<file path="src/rtl/sha3_sponge_ctrl.sv">
// SHA3 sponge controller: absorbs message lanes into a rate block,
// applies SHA3 padding and sequences permutations on an external core.
module sha3_sponge_ctrl #(
    parameter int WIDTH      = 64,
    parameter int RATE_LANES = 17
) (
    input  logic                        clk,
    input  logic                        nrst,
    input  logic [WIDTH-1:0]            in_data,
    input  logic                        in_valid,
    input  logic                        in_last,
    input  logic [3:0]                  in_bytes,
    output logic                        in_ready,
    output logic [RATE_LANES*WIDTH-1:0] core_din,
    output logic                        core_start,
    output logic                        core_last,
    input  logic                        core_done,
    input  logic [255:0]                core_dout,
    output logic [255:0]                digest,
    output logic                        digest_valid,
    output logic                        busy
);

    localparam int LB = WIDTH / 8;
    localparam int BW = RATE_LANES * WIDTH;
    localparam int CW = $clog2(RATE_LANES);
    localparam logic [CW-1:0] LAST_LANE = CW'(RATE_LANES - 1);

    typedef enum logic [2:0] {
        S_ABSORB,
        S_ISSUE,
        S_WAIT,
        S_PADBLK,
        S_DONE
    } state_t;

    state_t          state_q, state_d;
    logic [CW-1:0]   lane_q, lane_d;
    logic [BW-1:0]   buf_q, buf_d;
    logic            pend_last_q, pend_last_d;
    logic            pend_pad_q, pend_pad_d;
    logic [255:0]    digest_q, digest_d;

    logic            accept;
    logic [3:0]      nb;
    logic [WIDTH-1:0] msg_lane;
    logic [BW-1:0]   pad_buf;
    logic [BW-1:0]   pad_blk;

    assign in_ready     = nrst && (state_q == S_ABSORB);
    assign core_start   = nrst && (state_q == S_ISSUE);
    assign core_last    = core_start && pend_last_q;
    assign digest_valid = nrst && (state_q == S_DONE);
    assign busy         = nrst && !((state_q == S_ABSORB) && (lane_q == '0));
    assign core_din     = buf_q;
    assign digest       = digest_q;
    assign accept       = in_valid && in_ready;

    // Final lane: keep nb message bytes, place the 0x06 domain byte after them.
    always_comb begin
        nb = (in_bytes > 4'(LB)) ? 4'(LB) : in_bytes;
        msg_lane = '0;
        for (int k = 0; k < LB; k++) begin
            if (4'(k) < nb)
                msg_lane[k*8 +: 8] = in_data[k*8 +: 8];
            else if (4'(k) == nb)
                msg_lane[k*8 +: 8] = 8'h06;
        end
    end

    // Padded block: earlier lanes kept, later lanes zero, 0x80 ORed at the top.
    always_comb begin
        pad_buf = '0;
        for (int i = 0; i < RATE_LANES; i++) begin
            if (CW'(i) < lane_q)
                pad_buf[i*WIDTH +: WIDTH] = buf_q[i*WIDTH +: WIDTH];
            else if (CW'(i) == lane_q)
                pad_buf[i*WIDTH +: WIDTH] = msg_lane;
            else if ((CW'(i) == lane_q + CW'(1)) && (nb == 4'(LB)))
                pad_buf[i*WIDTH +: WIDTH] = WIDTH'(8'h06);
        end
        pad_buf[BW-1 -: 8] = pad_buf[BW-1 -: 8] | 8'h80;
    end

    // Extra all-padding block used when the message ends on a block boundary.
    always_comb begin
        pad_blk = '0;
        pad_blk[7:0] = 8'h06;
        pad_blk[BW-1 -: 8] = 8'h80;
    end

    // Next-state and datapath updates for the sponge sequencer.
    always_comb begin
        state_d     = state_q;
        lane_d      = lane_q;
        buf_d       = buf_q;
        pend_last_d = pend_last_q;
        pend_pad_d  = pend_pad_q;
        digest_d    = digest_q;
        unique case (state_q)
            S_ABSORB: begin
                if (accept) begin
                    if (!in_last) begin
                        buf_d[lane_q*WIDTH +: WIDTH] = in_data;
                        if (lane_q == LAST_LANE) begin
                            state_d     = S_ISSUE;
                            pend_last_d = 1'b0;
                            pend_pad_d  = 1'b0;
                        end else begin
                            lane_d = lane_q + CW'(1);
                        end
                    end else if ((nb < 4'(LB)) || (lane_q != LAST_LANE)) begin
                        buf_d       = pad_buf;
                        state_d     = S_ISSUE;
                        pend_last_d = 1'b1;
                        pend_pad_d  = 1'b0;
                    end else begin
                        buf_d[lane_q*WIDTH +: WIDTH] = in_data;
                        state_d     = S_ISSUE;
                        pend_last_d = 1'b0;
                        pend_pad_d  = 1'b1;
                    end
                end
            end
            S_ISSUE: begin
                state_d = S_WAIT;
            end
            S_WAIT: begin
                if (core_done) begin
                    if (pend_last_q) begin
                        state_d  = S_DONE;
                        digest_d = core_dout;
                    end else if (pend_pad_q) begin
                        state_d = S_PADBLK;
                    end else begin
                        state_d = S_ABSORB;
                        lane_d  = '0;
                        buf_d   = '0;
                    end
                end
            end
            S_PADBLK: begin
                buf_d       = pad_blk;
                pend_last_d = 1'b1;
                pend_pad_d  = 1'b0;
                state_d     = S_ISSUE;
            end
            S_DONE: begin
                state_d     = S_ABSORB;
                lane_d      = '0;
                buf_d       = '0;
                pend_last_d = 1'b0;
                pend_pad_d  = 1'b0;
            end
            default: begin
                state_d = S_ABSORB;
            end
        endcase
    end

    // State registers with synchronous active-low reset.
    always_ff @(posedge clk) begin
        if (!nrst) begin
            state_q     <= S_ABSORB;
            lane_q      <= '0;
            buf_q       <= '0;
            pend_last_q <= 1'b0;
            pend_pad_q  <= 1'b0;
            digest_q    <= '0;
        end else begin
            state_q     <= state_d;
            lane_q      <= lane_d;
            buf_q       <= buf_d;
            pend_last_q <= pend_last_d;
            pend_pad_q  <= pend_pad_d;
            digest_q    <= digest_d;
        end
    end

endmodule

</file>
<file path="config.mk">
export PLATFORM = sky130hd
export DESIGN_NAME = sha3_sponge_ctrl
export DESIGN_NICKNAME = d
export VERILOG_FILES = /design/src/rtl/sha3_sponge_ctrl.sv
export SDC_FILE = /design/constraint.sdc
export NUM_CORES = 2
export LEC_CHECK = 0
export CORE_AREA = 2 2 661 663
export CTS_CLUSTER_DIAMETER = 200
export DETAILED_ROUTE_END_ITERATION = 16
export DIE_AREA = 0 0 663 665
export PLACE_DENSITY = 0.3
export SETUP_SLACK_MARGIN = 0.05
export SLEW_MARGIN = 20
export SYNTH_ARGS = -nofsm -noshare
export SYNTH_HDL_FRONTEND = slang
export SYNTH_SLANG_ARGS = --single-unit
</file>
<file path="constraint.sdc">
create_clock -name clk -period 4.6 [get_ports clk]
set_input_delay 0.69 -clock clk [delete_from_list [all_inputs] [get_ports clk]]
set_output_delay 0.69 -clock clk [all_outputs]
set_load 0.05 [all_outputs]
</file>
==> run metrics <==
First DRT Iteration DRCs=6888; status=finished clean; total clock sinks=1354; average routed wire per standard cell=roughly 42 um; Die ar.=between 0.4 and 0.5 mm^2; standard-cell rows=roughly 240; Ports=about 1700; Skew-Pair Late Insertion Delay=0.99 ns; # port buffers=1677; Post-synth EDFFs=0; Netlist cell types=100; final setup margin=0.447 ns; post_cts resized=0; final hold vios=0; Yosys warnings=0; DR vias=66243; sequential-to-total area share from yosys stat=47.9%; total power=34100 uW; die width=663 um; Synth top area share=47.9%; Clock Skew=0.129 ns; number of global-route vias before repair=63754; Power Dens Cells=roughly 380 mW/mm^2; clk root buf=clkbuf_16; total CTS buffers=193; largest fanout on the critical path=14; drt pass-1 iters=6; share of cells above drive strength 1=12.2%; antenna violations before repair=155; Final ANT Viol Nets=0; area leader, netlist=dfxtp_1; Cells after Synth=6654; Top FF cell, synth=dfxtp_1; CP Launch Type=flip-flop; critical path data required time=5.51 ns; Max transition margin=17.0%; Remaining Overflow, GRT=0; count leader, synth=dfxtp_1; P_leak=0.0303 uW; syn_area_per_cell=8.51 um^2; Total GRT Usage=26.0%; Max Slew Vio Count=0; final worst-path cycle share=90.3%; Final Core Density=20.5%; fin area=between 0.08 and 0.09 mm^2; clk slew on worst S/H paths=0.06 ns; Cell Area, Synth=0.0566 mm^2; total core area=0.433 mm^2; dpl ws=0.301 ns; first-pass GRT wire length=751000 um; max cap viols=0; R2R setup slack=0.45 ns; VDD IR max=around 0.35 mV; area added between synthesis and finish=56.6%; Arrival @ worst endpoint=5.07 ns; Via density=4.66; # DRC=0; count of final setup violators=0; final net count=between 8000 and 9000; Bufs on Longest Clock Path=4; WS Path Type=reg2reg; Fmax=~240 MHz; CTS tree=done; RSZ-0062 raised after global routing=false; worst-margin pin slew=1.24 ns; Initial Util=13.1%; DP Wirelength=471000 um; largest net degree at the start of global routing=around 170; Post-DP Area=0.0820 mm^2; final wirelength=600000 um; Post-synth top cells=1354 x dfxtp_1, 1210 x nand2_1, 667 x a21oi_1; Die Ht=665 um; CP endpoint kind=flip-flop; RePlAce Congestion=0.932; fin crit period=4.15 ns; Async SR Flop Fraction=0%; main area contributors after synthesis=dfxtp_1 48%, nand2_1 8.0%, a22o_1 7.0%; Yosys reg bits=1354; H-Tree Depth=4; Mapped Nets=6990; Fin Setup TNS=0 ns; type of the worst min-delay path=in2reg
worst paths after layout:
kind | startpoint | to | cells after the start
setup reg to reg | lane_q[2]$_SDFFE_PN0P_ | core_din[147]$_SDFFE_PN0P_ | 13
hold reg to reg | digest[244]$_SDFFE_PN0P_ | digest[244]$_SDFFE_PN0P_ | 2
setup / recovery | lane_q[2]$_SDFFE_PN0P_ | core_din[147]$_SDFFE_PN0P_ | 13
hold / removal | nrst | lane_q[2]$_SDFFE_PN0P_ | 2
registers in the layout, summed over array words and instances (netlist names):
name         count
pend_pad_q       1
core_din      1088
lane_q           5
pend_last_q      1
state_q          3
digest         256
placed cells by master (no fill, tap or decap), types with 23 or more instances in the layout:
cell             instances
clkdlybuf4s50_1       1608
dfxtp_1               1352
nand2_1               1198
a21oi_1                656
a22o_1                 451
buf_4                  447
o21ai_0                296
nor2_1                 295
clkbuf_16              194
nand3_1                156
o22ai_1                154
a22oi_1                125
o221ai_1                96
a31oi_1                 92
a32o_1                  87
nor3_1                  76
and2_1                  61
o2bb2ai_1               55
diode_2                 53
a21o_1                  51
clkbuf_1                51
buf_2                   51
and3_1                  50
nand4_1                 48
o211a_1                 35
clkbuf_8                34
buf_12                  31
inv_1                   30
clkinv_2                27
o221a_2                 25
o211ai_1                25
a221o_1                 25
or3_1                   23
a211o_1                 23
mux2i_1                 23
power breakdown:
group          total (uW)  internal, uW  switching (uW)
Combinational        6030          1360            4670
Sequential          12100         11900             190
Clock               15900          9230            6680
cell type report:
| type | instances | area (um^2) |
|---|---|---|
| clock inverters | 67 | 937 |
| repair buffers | 2141 | 20400 |
| flip-flops and latches | 1354 | 27100 |
| inverters | 33 | 131 |
| multi-input cells | 4563 | 27200 |
| fillers | 47712 | 345000 |
| well taps | 5734 | 7170 |
| clock buffers | 279 | 5510 |
| diodes | 53 | 133 |
stage by stage:
step | hold WS (ns) | instances
global placement | 0.440 | 13822
CTS | 0.0201 | 14170
detailed placement | 0.447 | 13823
global route | 0.0695 | 14178
finish | 0.114 | 14224
floorplan | 0.446 | 6654
critical path, stage by stage, from the launching register on:
cell and delay [ns]:
dfxtp_2 0.46, nor2_1 0.08, buf_4 0.16, and2_1 0.17, ha_1 0.29, buf_4 0.19, o41a_1 0.24, and4_1 0.48
and3_2 0.72, buf_4 0.27, a22oi_1 0.10, nor2_1 0.47, buf_4 0.31, a22o_1 0.14
routing by layer:
layer  vias to the layer above  global-route usage (%)  routed length (um)  share of wire [%]
li1                      27755                       -                   -                  -
met1                     33702                    27.9              216000                 36
met2                      3667                    44.7              288000                 48
met3                      1001                    8.30               53800                9.0
met4                       118                    15.3               41400                6.9
met5                         -                       0                 790               0.13
what timing repair did:
item,in CTS,in global routing
setup buffers,0,0
endpoints found under the hold margin,3,0
hold buffers,1,0
kinds of logic (layout without fill, tap and decap cells):
logic type,count (synthesis),after routing,share of synthesized area (%)
AOI/OAI and AO/OA,2449,2449,30.2
xor gates and xnor gates,4,4,0.0619
adders and majority gates,7,7,0.155
buffers and inverters,737,2520,5.25
DFF,1354,1354,47.9
muxes,25,25,0.447
other,0,53,0
and+or+nand+nor,2078,2078,16.0
Note: power is estimated with default switching activity, not from simulation.
